==> config.mk <==
export PLATFORM = sky130hd
export DESIGN_NAME = payment_dispenser
export DESIGN_NICKNAME = d
export VERILOG_FILES = /design/src/rtl/payment_dispenser.sv
export SDC_FILE = /design/constraint.sdc
export NUM_CORES = 1
export LEC_CHECK = 0
export ABC_AREA = 1
export BUFFER_PORTS_ARGS = -buffer_cell sky130_fd_sc_hd__clkbuf_2
export CAP_MARGIN = 20
export CORE_ASPECT_RATIO = 1.4
export CORE_MARGIN = 8
export CORE_UTILIZATION = 61
export CTS_CLUSTER_SIZE = 24
export DETAILED_ROUTE_END_ITERATION = 7
export PLACE_DENSITY = 0.91
export SYNTH_ARGS = -nofsm -noshare
export SYNTH_HDL_FRONTEND = slang
export SYNTH_SLANG_ARGS = --single-unit
==> constraint.sdc <==
create_clock -name clk -period 3.85 [get_ports clk]
set_input_delay 0.385 -clock clk [delete_from_list [all_inputs] [get_ports clk]]
set_output_delay 0.385 -clock clk [all_outputs]
set_load 0.03 [all_outputs]
==> src/rtl/payment_dispenser.sv <==
// Payment controller for the vending machine: coin credit, purchase, dispense pulse, paced change.
// Optional inactivity refund is compiled in with `define PAYMENT_TIMEOUT_EN.
module payment_dispenser #(
  parameter int unsigned CREDIT_W        = 4,
  parameter int unsigned DISPENSE_CYCLES = 4,
  parameter int unsigned TIMEOUT_CYCLES  = 50_000_000
) (
  input  logic                clk,
  input  logic                rst,
  input  logic [1:0]          coin,
  input  logic                sel_valid,
  input  logic [2:0]          cost,
  input  logic                cancel,
  output logic [CREDIT_W-1:0] credit,
  output logic                dispense,
  output logic                change_pulse,
  output logic                reject,
  output logic                busy,
  output logic [6:0]          display
);

  localparam int unsigned SUM_W  = CREDIT_W + 1;
  localparam int unsigned CMP_W  = CREDIT_W + 3;
  localparam int unsigned DISP_W = (DISPENSE_CYCLES > 1) ? $clog2(DISPENSE_CYCLES) : 1;

  if (DISPENSE_CYCLES == 0 || TIMEOUT_CYCLES == 0) begin : g_param_check
    $error("payment_dispenser: DISPENSE_CYCLES and TIMEOUT_CYCLES must be nonzero");
  end

  typedef enum logic [1:0] {S_IDLE, S_COLLECT, S_DISPENSE, S_CHANGE} state_t;

  state_t              state, state_nxt;
  logic [CREDIT_W-1:0] credit_nxt;
  logic [DISP_W-1:0]   disp_cnt, disp_cnt_nxt;
  logic                dispense_nxt, change_pulse_nxt, reject_nxt, busy_nxt;
  logic [6:0]          display_nxt;
  logic [SUM_W-1:0]    coin_val, sum;
  logic                buy, refund, coin_accept, tmo_hit;

  function automatic logic [6:0] seg7(input logic [3:0] v);
    case (v)
      4'h0: seg7 = 7'h40;  4'h1: seg7 = 7'h79;  4'h2: seg7 = 7'h24;  4'h3: seg7 = 7'h30;
      4'h4: seg7 = 7'h19;  4'h5: seg7 = 7'h12;  4'h6: seg7 = 7'h02;  4'h7: seg7 = 7'h78;
      4'h8: seg7 = 7'h00;  4'h9: seg7 = 7'h10;  4'hA: seg7 = 7'h08;  4'hB: seg7 = 7'h03;
      4'hC: seg7 = 7'h46;  4'hD: seg7 = 7'h21;  4'hE: seg7 = 7'h06;  default: seg7 = 7'h0E;
    endcase
  endfunction

  always_comb begin
    case (coin)
      2'b01:   coin_val = SUM_W'(1);
      2'b10:   coin_val = SUM_W'(2);
      2'b11:   coin_val = SUM_W'(5);
      default: coin_val = '0;
    endcase
  end

  assign sum    = SUM_W'(credit) + coin_val;
  assign buy    = sel_valid && (cost != 3'd0) && (CMP_W'(credit) >= CMP_W'(cost));
  assign refund = cancel || tmo_hit;
  // A coin is credited only when nothing higher priority fires and it does not overflow.
  assign coin_accept = (coin != 2'b00) &&
                       ((state == S_IDLE) ||
                        ((state == S_COLLECT) && !refund && !buy && !sum[CREDIT_W]));

`ifdef PAYMENT_TIMEOUT_EN
  localparam int unsigned TMO_W = $clog2(TIMEOUT_CYCLES + 1);
  logic [TMO_W-1:0] tmo_cnt;

  assign tmo_hit = (state == S_COLLECT) && (tmo_cnt == TMO_W'(TIMEOUT_CYCLES - 1)) &&
                   !((coin != 2'b00) && !sum[CREDIT_W]);

  // Counts consecutive COLLECT cycles without an accepted coin; zero on entry.
  always_ff @(posedge clk or negedge rst) begin
    if (!rst) begin
      tmo_cnt <= '0;
    end else if (state != S_COLLECT || state_nxt != S_COLLECT || coin_accept) begin
      tmo_cnt <= '0;
    end else begin
      tmo_cnt <= tmo_cnt + TMO_W'(1);
    end
  end
`else
  assign tmo_hit = 1'b0;
`endif

  // State, credit and registered outputs.
  always_ff @(posedge clk or negedge rst) begin
    if (!rst) begin
      state        <= S_IDLE;
      credit       <= '0;
      disp_cnt     <= '0;
      dispense     <= 1'b0;
      change_pulse <= 1'b0;
      reject       <= 1'b0;
      busy         <= 1'b0;
      display      <= 7'b1000000;
    end else begin
      state        <= state_nxt;
      credit       <= credit_nxt;
      disp_cnt     <= disp_cnt_nxt;
      dispense     <= dispense_nxt;
      change_pulse <= change_pulse_nxt;
      reject       <= reject_nxt;
      busy         <= busy_nxt;
      display      <= display_nxt;
    end
  end

  // Next state and credit.
  always_comb begin
    state_nxt    = state;
    credit_nxt   = credit;
    disp_cnt_nxt = disp_cnt;
    case (state)
      S_IDLE: begin
        credit_nxt = '0;
        if (coin != 2'b00) begin
          credit_nxt = CREDIT_W'(coin_val);
          state_nxt  = S_COLLECT;
        end
      end
      S_COLLECT: begin
        if (refund) begin
          state_nxt  = S_CHANGE;
          credit_nxt = credit - CREDIT_W'(1);
        end else if (buy) begin
          state_nxt    = S_DISPENSE;
          credit_nxt   = credit - CREDIT_W'(cost);
          disp_cnt_nxt = '0;
        end else if (coin_accept) begin
          credit_nxt = sum[CREDIT_W-1:0];
        end
      end
      S_DISPENSE: begin
        if (disp_cnt == DISP_W'(DISPENSE_CYCLES - 1)) begin
          if (credit != '0) begin
            state_nxt  = S_CHANGE;
            credit_nxt = credit - CREDIT_W'(1);
          end else begin
            state_nxt = S_IDLE;
          end
        end else begin
          disp_cnt_nxt = disp_cnt + DISP_W'(1);
        end
      end
      default: begin
        // Gap cycle: issue the next unit, or finish once the last pulse has had its gap.
        if (!change_pulse) begin
          if (credit == '0) state_nxt = S_IDLE;
          else              credit_nxt = credit - CREDIT_W'(1);
        end
      end
    endcase
  end

  // Output values, registered alongside the state.
  always_comb begin
    dispense_nxt     = (state_nxt == S_DISPENSE);
    busy_nxt         = (state_nxt == S_DISPENSE) || (state_nxt == S_CHANGE);
    change_pulse_nxt = (state_nxt == S_CHANGE) && ((state != S_CHANGE) || !change_pulse);
    reject_nxt       = (coin != 2'b00) && !coin_accept;
    display_nxt      = seg7(4'(credit_nxt));
  end

endmodule

==> impl_metrics.yaml, run 1 <==
run_status:
  status: "finished clean"
setup_path:
  regToRegEndpoint: "display[5]"
  worstRegToRegCells: 23
  r2r_slack_ns: 0.81
  critical_path_required_ns: 4.05
  critPathKind: "register to register"
  start_kind: "register"
  end_kind: "register"
  cp.arrival_ns: 3.24
  cp_max_fo: 7
  r2r-start: "credit[0]"
floorplan:
  die_area_mm2: 0.00464
  core_mm2: 0.00259
  die_y_um: 77.5
  start_util: 0.636
  die_x_um: 59.9
  ioPinCount: 24
  rows: 22
synthesis:
  seq_area_frac_synth: 0.274
  synth_warnings: 0
  syn_area_mm2: 0.00165
  synth_xor_area_frac: 0.0266
  synth_top_family_by_area: "simple AND/OR/NAND/NOR gates"
  avgSynthCellArea_um2: 7.13
  synth_cell_types: 30
  yosys.area_share.simple: 0.337
  synth_fa_ha_area_frac: 0.131
  synth_compound_area_frac: 0.122
  synthCells: 231
  ys_seq_elements: 18
  syn-num-nets: 256
  muxShareOfSynthArea: 0
placed_design:
  gp_congestion: 0.961
  io_buffers: 23
  placedInstanceArea_mm2: 0.00180
  hpwl_um: 3130
global_routing:
  grt.total_usage: 0.176
  grt_pass1_vias: 1534
  grt_max_degree: 19
  grt_overflow_total: 0
  grt_pass1_wl_um: 6550
  antenna_found_initial: 0
clock_tree:
  cts_resized: 0
  cts_hold_buf: 0
  cts_tree: "built"
  clockBufferDepth: 2
  cts_root_buffer: "clkbuf_4"
  htreeDepth: 1
  clock_latency_ns: 0.30
  clock_sinks: 18
  clk_pin_slew_ns: 0.11
  post-cts-setup-buffers: 0
  cts_buffers: 3
finish:
  fin_util: 0.708
  final_area_mm2: 0.00183
  area_delta_synth_final_pct: 11.2
  drive_above_1_share: 0.187
  nets: 283
  antenna_cells: 0
timing:
  tightest_slew_ns: 0.454
  setup_viol: 0
  fin_skew_ns: 0.00937
  period_share: 0.789
  max_slew_margin: 0.697
  period_needed_ns: 3.04
  grt_setup_unrepaired: "false"
  finalHoldViolCount: 0
  tns_ns: 0
  clock.fmax_mhz: 329
  slew_viol_final: 0
routing:
  first_pass_iters: 5
  via_per_inst: 5.33
  drc: 0
  vias: 1561
  totalWireLength_um: 3880
  detail-route-antenna-nets: 0
  drt_iter0_drc: 91
  wl_per_cell_um: 13.3
job:
  cap_violations: 0
min_path:
  hp-class: "input port to async pin"
[metal layers]
metal / track usage / up-vias / share of wire
met5: 0 / - / 0
met4: 0.0743 / 0 / 0.033
met3: 0.0264 / 16 / 0.042
met2: 0.327 / 58 / 0.53
met1: 0.183 / 700 / 0.40
li1: - / 787 / -
[cells in the mapped netlist]
master | count | share of area
o221ai_1 | 3 | 0.016
dfstp_2 | 1 | 0.016
inv_2 | 1 | 0.0023
o21ai_1 | 1 | 0.0030
nand2_1 | 60 | 0.14
a21oi_2 | 1 | 0.0053
nand4_1 | 4 | 0.015
nor2_1 | 20 | 0.046
nand3_1 | 17 | 0.052
a22oi_2 | 1 | 0.0076
nand3_4 | 1 | 0.011
o21ai_0 | 10 | 0.030
xor2_1 | 5 | 0.027
a211oi_1 | 1 | 0.0046
a21oi_1 | 4 | 0.012
a31oi_1 | 1 | 0.0038
a21boi_4 | 1 | 0.011
o21ai_2 | 2 | 0.011
nor2_2 | 1 | 0.0038
fa_1 | 2 | 0.024
o2111ai_1 | 1 | 0.0053
dfrtp_1 | 17 | 0.26
nand2_2 | 4 | 0.015
nand2_4 | 5 | 0.034
inv_1 | 44 | 0.10
nor3_1 | 2 | 0.0061
buf_6 | 1 | 0.0068
ha_1 | 14 | 0.11
nand3_2 | 3 | 0.018
o22ai_1 | 3 | 0.011
[how the worst max path moves through the flow]
stage,from,to,cells past startpoint
global route,credit[0],display[5],23
finish,credit[0],display[5],23
CTS,credit[0],display[5],23
detailed placement,credit[0],display[5],23
floorplan,credit[0],display[5],23
global placement,credit[0],display[5],23
[per-stage QoR]
stage	setup slack, ns	std cells	hold WS (ns)
after floorplan	1.03	231	0.0894
after global placement	0.948	289	0.354
after detailed placement	0.858	289	0.355
after CTS	0.834	293	0.0267
after global routing	0.573	293	0.0453
final	0.811	293	0.00509
[flip-flops by register name (all words and copies together), names as in the netlist]
signal,flops
busy,1
change_pulse,1
credit,4
disp_cnt,2
dispense,1
display,7
reject,1
state,1
[worst max-delay path, cell delays in order, from the launching register on]
cell     delay (ns)
dfrtp_1        0.43
inv_1          0.20
ha_1           0.19
inv_1          0.06
fa_1           0.40
nand2_1        0.08
nand2_1        0.06
inv_1          0.07
nand2_2        0.06
nand2_4        0.08
nand3_2        0.09
nand2_4        0.11
nand2_4        0.06
nand2_1        0.06
nand3_1        0.07
nand2_1        0.06
nand2_1        0.07
nand2_1        0.16
inv_1          0.11
ha_1           0.23
nand2_1        0.12
nand2_1        0.07
nand2_1        0.06
o21ai_1        0.06
[cell usage in the layout, fill, tap and decap left out]
master | Yosys | layout
nand2_2 | 4 | 4
xor2_1 | 5 | 5
nor3_1 | 2 | 2
nand2_4 | 5 | 5
nand3_1 | 17 | 17
o221ai_1 | 3 | 3
inv_1 | 44 | 44
o21ai_0 | 10 | 10
dfstp_2 | 1 | 1
a21oi_2 | 1 | 1
clkbuf_8 | 0 | 1
nand3_2 | 3 | 3
a21oi_1 | 4 | 4
clkbuf_2 | 0 | 23
nor2_2 | 1 | 1
nand4_1 | 4 | 4
fa_1 | 2 | 2
nand3_4 | 1 | 1
nand2_1 | 60 | 60
nor2_1 | 20 | 20
o2111ai_1 | 1 | 1
a211oi_1 | 1 | 1
ha_1 | 14 | 14
o21ai_1 | 1 | 1
a21boi_4 | 1 | 1
a22oi_2 | 1 | 1
dfrtp_1 | 17 | 17
clkbuf_4 | 0 | 3
o22ai_1 | 3 | 3
o21ai_2 | 2 | 2
inv_2 | 1 | 1
a31oi_1 | 1 | 1
[area by class of cell]
cell class / instances / area [µm²]
Clock buffer: 4 / 36.3
Fill cell: 234 / 756
Inverter: 45 / 169
Multi-Input combinational cell: 167 / 1010
Sequential cell: 18 / 452
Tap cell: 36 / 45.0
Timing Repair Buffer: 23 / 115
[cells by family (layout without fill, tap and decap cells)]
group                    count (synthesis)  count (layout)
adder cells (fa/ha/maj)                 16              16
AO/OA/AOI/OAI                           29              29
XOR/XNOR                                 5               5
flip-flops                              18              18
AND/OR/NAND/NOR                        117             117
buffers and inverters                   46              72
Power of run 1 is left out: the tool's default activity adds up to more than one toggle a clock period on the data nets, which glitch-free logic cannot reach.
==> inputs of run 2 (changes only) <==
ABC_AREA = 0   (was 1)
CORE_UTILIZATION = 51   (was 61)
PLACE_DENSITY = 0.82   (was 0.91)
clock period = 2.6 ns   (was 3.85 ns; I/O delays follow)
==> run 2 against run 1 <==
The flow now finishes with violations (setup timing). Sequential share of layout area fell by 7.5 points. Hold slack improved by 0.37 ns. Critical path depth fell by 11. Clock skew fell by 0.0043 ns. Largest cell class unchanged.
==> impl_metrics.yaml, run 2 <==
global_routing:
  grt_overflow_total: 0
  grt.total_usage: 0.233
  grt_max_degree: 22
  antenna_found_initial: 0
  grt_pass1_vias: 1897
  grt_pass1_wl_um: 9790
timing:
  tns_ns: -4.91
  period_needed_ns: 3.22
  grt_setup_unrepaired: "true"
  tightest_slew_ns: 0.538
  finalWorstSetupSlack_ns: -0.618
  fin_skew_ns: 0.00510
  slew_viol_final: 0
  max_slew_margin: 0.639
  finalHoldViolCount: 0
  period_share: 1.24
  setup_viol: 15
  clock.fmax_mhz: 311
finish:
  drive_above_1_share: 0.539
  regMostFlops: "display"
  antenna_cells: 0
  final_cell_mix: "55 x buf_4, 23 x clkbuf_2, 15 x dfrtp_1, 13 x nand2_1, 12 x buf_6"
  final_common_cell: "buf_4"
  nets: 295
  largestRegisters: "display: 7 flops, credit: 4 flops, disp_cnt: 2 flops"
  largest_reg_flops: 7
  nFillCells: 136
  fin_cells: 308
  area_delta_synth_final_pct: 62.8
clock_tree:
  htreeDepth: 1
  clockBufferDepth: 2
  clock_latency_ns: 0.27
  cts_tree: "built"
  clock_sinks: 18
  cts_root_buffer: "clkbuf_8"
  clk_pin_slew_ns: 0.07
  cts_buffers: 3
min_path:
  hold_depth: 3
  min_from: "coin[1]"
  holdPathEnd: "reject"
  hp-class: "input port to register"
synthesis:
  seq_area_frac_synth: 0.277
  synth.most_common_cell: "dfrtp_1"
  ys_seq_elements: 18
  avgSynthCellArea_um2: 8.86
  synth-edff-count: 0
  yosys-top-cells-count: "17 x dfrtp_1, 14 x ha_1, 14 x inv_1"
  yosys.area_share.simple: 0.162
  synth_compound_area_frac: 0.259
  syn_area_mm2: 0.00163
  syn-num-nets: 209
  synthArstFlopShare: 1.00
  muxShareOfSynthArea: 0.0698
  synthCells: 184
  synth_top_flop_cell: "dfrtp_1"
  synth_top_family_by_area: "compound AO/OA/AOI/OAI gates"
  synth_top_area_share: 0.261
  synth_cell_types: 53
  yosysTopAreaCell: "dfrtp_1"
  synth_fa_ha_area_frac: 0.132
  ys_top_cells_by_area: "dfrtp_1 26%, ha_1 11%, mux2i_1 4.9%"
  synth_warnings: 0
  synth_xor_area_frac: 0.0322
routing:
  totalWireLength_um: 7460
  detail-route-antenna-nets: 0
  drt_iter0_drc: 273
  first_pass_iters: 7
  vias: 2011
  wl_per_cell_um: 24.2
  via_per_inst: 6.53
  drc: 0
setup_path:
  r2r_slack_ns: -0.62
  regToRegEndpoint: "display[4]"
  max_stage_delay_ns: 0.47
  cp_max_fo: 4
  crit_chain: "ha_4 -> fa_2 -> a21o_1 -> a211oi_2 -> a21oi_2 -> mux2_4 -> nor3_2 -> o32a_1 -> inv_2 -> ha_4 -> or3_4 -> o211ai_2"
  critical_path.most_common_cell: "ha_4"
  r2r-start: "credit[0]"
  critical_path_required_ns: 2.80
  start_kind: "register"
  worstRegToRegCells: 12
  worst_path_max_delay_cell: "dfrtp_2"
  critPathKind: "register to register"
  cp.arrival_ns: 3.41
  end_kind: "register"
floorplan:
  start_util: 0.527
  core_mm2: 0.00309
  die_x_um: 63.8
  ioPinCount: 24
  die_y_um: 82.9
  die_area_mm2: 0.00529
  rows: 24
placed_design:
  io_buffers: 23
  dp.cells: 279
  hpwl_um: 3660
  gp_congestion: 0.970
run_status:
  violations: "setup timing"
  status: "finished with violations"
job:
  cap_violations: 0
[run 2: how the worst max path moves through the flow]
| stage | start | end | slack (ns) |
|---|---|---|---|
| final | credit[0] | display[4] | -0.62 |
| after global routing | credit[0] | display[4] | -0.72 |
| after CTS | credit[0] | display[4] | -0.35 |
| after detailed placement | credit[0] | display[4] | -0.47 |
| after global placement | credit[0] | display[4] | -0.37 |
| after floorplan | credit[0] | display[4] | -0.55 |
[run 2: layer usage]
layer  vias up  global-route usage  wire length (µm)
met4         0               0.141               491
met1       959               0.240              2550
met5         -                   0                 0
met2       169               0.412              3670
li1        839                   -                 -
met3        44              0.0484               748
[run 2: cell type report]
class / instances / area (µm²) / area share
flip-flops and latches: 18 / 454 / 0.171
well taps: 39 / 48.8 / 0.0184
multi-input cells: 140 / 1340 / 0.504
repair buffers: 92 / 688 / 0.259
clock buffers: 4 / 55.1 / 0.0207
inverters: 15 / 68.8 / 0.0259
[run 2: kinds of logic (layout without fill, tap and decap cells)]
| logic type | Yosys count | after routing |
|---|---|---|
| AOI/OAI and AO/OA | 57 | 57 |
| and+or+nand+nor | 50 | 50 |
| buffers and inverters | 26 | 111 |
| DFF | 18 | 18 |
| adders and majority gates | 16 | 16 |
| muxes | 11 | 11 |
| xor gates and xnor gates | 6 | 6 |
[run 2: through the flow]
step	utilization	hold WS (ns)	setup slack (ns)	instance area (µm²)
finish	0.858	0.373	-0.618	2650
global route	0.858	0.391	-0.720	2650
CTS	0.809	0.385	-0.346	2500
detailed placement	0.682	0.217	-0.467	2110
global placement	0.682	0.214	-0.370	2110
floorplan	-	-0.0356	-0.546	1680
[run 2: worst max-delay path: cells and delay by family (launching register included)]
family                   cells  cell delay, ns
AO/OA/AOI/OAI                5            0.97
adder cells (fa/ha/maj)      3            0.74
buffers and inverters        1            0.13
flip-flops                   1            0.47
multiplexers                 1            0.31
AND/OR/NAND/NOR              2            0.53
[run 2: what timing repair did]
item                                    4_1_cts  5_1_grt
pin swaps                                    12       14
buffers inserted                             18       12
gates resized for setup                      38       22
endpoints found under the hold margin        17        0
endpoints found under the setup margin       11       15
hold buffers                                  1        0
Power of run 2 is left out for the same reason.
==> inputs of run 3 (changes only) <==
CORE_ASPECT_RATIO = 0.6   (was 1.4)
CORE_UTILIZATION = 57   (was 51)
PLACE_DENSITY = 0.87   (was 0.82)
clock period = 3.1 ns   (was 2.6 ns; I/O delays follow)
==> run 3 against run 2 <==
The flow now finishes without violations. Critical path depth rose by 3. Via count fell by 20%. Setup slack improved by 0.69 ns. Die area fell by 7.6%. Register-to-register slack improved by 0.69 ns. Wire length fell by 36%. Flip-flop and latch count did not move. Global-route usage fell by 3.7 points. Core utilization fell by 14 points. Sequential share of layout area rose by 5.4 points. First-iteration DRC count fell by 45%. Critical endpoint is now display[3]. Highest routed layer unchanged.
==> impl_metrics.yaml, run 3 (same netlist as run 2, synthesis figures left out) <==
setup_path:
  cp_max_fo: 4
  critPathTopFamily: "compound AO/OA/AOI/OAI gates"
  critPathBufInv: 4
  r2r-start: "credit[0]"
  regToRegEndpoint: "display[3]"
  max_stage_delay_ns: 0.46
  end_kind: "register"
  start_kind: "register"
  crit_chain: "inv_4 -> ha_4 -> inv_2 -> fa_2 -> a211oi_4 -> a21o_2 -> a21oi_2 -> mux2_4 -> nor3_2 -> o32a_1 -> buf_4 -> ha_1 -> inv_1 -> mux2i_1 -> mux2i_1"
  worst_path_max_delay_cell: "dfrtp_2"
  cp.arrival_ns: 3.17
  critical_path.most_common_cell: "mux2i_1"
  critical_path_required_ns: 3.24
  worstRegToRegCells: 15
  r2r_slack_ns: 0.07
  critPathKind: "register to register"
finish:
  area_delta_synth_final_pct: 23.4
  final_common_cell: "clkbuf_2"
  multi_input_comb_area_mm2: 0.00114
  regMostFlops: "display"
  largestRegisters: "display: 7 flops, credit: 4 flops, disp_cnt: 2 flops"
  fin_cells: 253
  antenna_cells: 0
  final_area_mm2: 0.00201
  regArea_um2: 453
  nets: 245
  nFillCells: 201
  final_cell_mix: "23 x clkbuf_2, 18 x buf_4, 16 x dfrtp_1, 13 x nand2_1"
  largest_reg_flops: 7
  drive_above_1_share: 0.333
placed_design:
  io_buffers: 23
  hpwl_um: 3630
  gp_congestion: 0.969
  dp.cells: 246
  placedInstanceArea_mm2: 0.00189
timing:
  clock.fmax_mhz: 330
  setup_viol: 0
  tightest_slew_ns: 0.569
  finalHoldViolCount: 0
  slew_viol_final: 0
  grt_setup_unrepaired: "true"
  max_slew_margin: 0.621
  tns_ns: 0
  period_share: 0.977
  period_needed_ns: 3.03
  fin_skew_ns: 0.00655
clock_tree:
  clk_pin_slew_ns: 0.07
  cts_buffers: 3
  cts_tree: "built"
  clock_sinks: 18
  htreeDepth: 1
  clockBufferDepth: 2
  cts_root_buffer: "clkbuf_8"
  clock_latency_ns: 0.26
routing:
  drt_iter0_drc: 149
  via_per_inst: 6.36
  detail-route-antenna-nets: 0
  vias: 1609
  totalWireLength_um: 4750
  wl_per_cell_um: 18.8
  drc: 0
  first_pass_iters: 5
floorplan:
  die_x_um: 85.0
  start_util: 0.583
  die_y_um: 57.4
  ioPinCount: 24
  die_area_mm2: 0.00488
  core_mm2: 0.00280
  rows: 15
min_path:
  hp-class: "input port to register"
  min_from: "coin[1]"
  hold_depth: 2
  holdPathEnd: "reject"
global_routing:
  grt_pass1_vias: 1485
  grt_max_degree: 22
  grt.total_usage: 0.196
  grt_pass1_wl_um: 7700
  grt_overflow_total: 0
  antenna_found_initial: 0
job:
  cap_violations: 0
run_status:
  status: "finished clean"
run 3: cell count changes in the layout (fill, tap and decap cells not counted), moves of 4 or more:
cell   previous run  this run
ha_4              8         1
buf_4            55        18
buf_6            12         0
ha_1              6        11
inv_1             7        11
run 3: area by class of cell:
class                      count  area share
clock buffer                   4      0.0274
inverter                      15      0.0305
multi-input combinational    140       0.567
sequential                    18       0.225
tap                           34      0.0211
timing repair buffer          42       0.129
run 3: what timing repair did:
action | in CTS | in global routing
hold endpoints to repair | 9 | 0
hold buffers | 1 | 0
buffers inserted | 1 | 1
endpoints found under the setup margin | 3 | 7
resized for setup | 1 | 7
pin swaps | 1 | 5
run 3: how the worst max path moves through the flow:
stage                   start          to  slack, ns  cells after the start
CTS                 credit[0]  display[4]       0.03                     12
finish              credit[0]  display[3]       0.07                     15
global placement    credit[0]  display[4]       0.04                     14
floorplan           credit[0]  display[4]      -0.05                     15
global route        credit[0]  display[4]      -0.02                     12
detailed placement    coin[0]  display[4]      -0.05                     13
run 3: per-layer routing:
layer	track usage	wire [µm]
met3	0.0286	427
met1	0.283	2120
met4	0.0528	54
met5	0	0
met2	0.291	2140
run 3: worst reg2reg max path, delay by kind of cell, from the launching register on:
kind / cells / cell delay (ns)
flops: 1 / 0.46
fa+ha+maj: 3 / 0.82
compound gates: 4 / 0.87
simple gates: 1 / 0.04
buf+inv: 4 / 0.33
mux: 3 / 0.41
run 3: per-stage QoR:
stage,hold slack (ns),utilization,setup WS (ns)
floorplan,0.0144,-,-0.0472
global placement,0.269,0.675,0.0408
detailed placement,0.274,0.675,-0.0489
CTS,0.377,0.705,0.0272
global route,0.394,0.719,-0.0157
finish,0.390,0.719,0.0717
Power of run 3 is left out for the same reason.
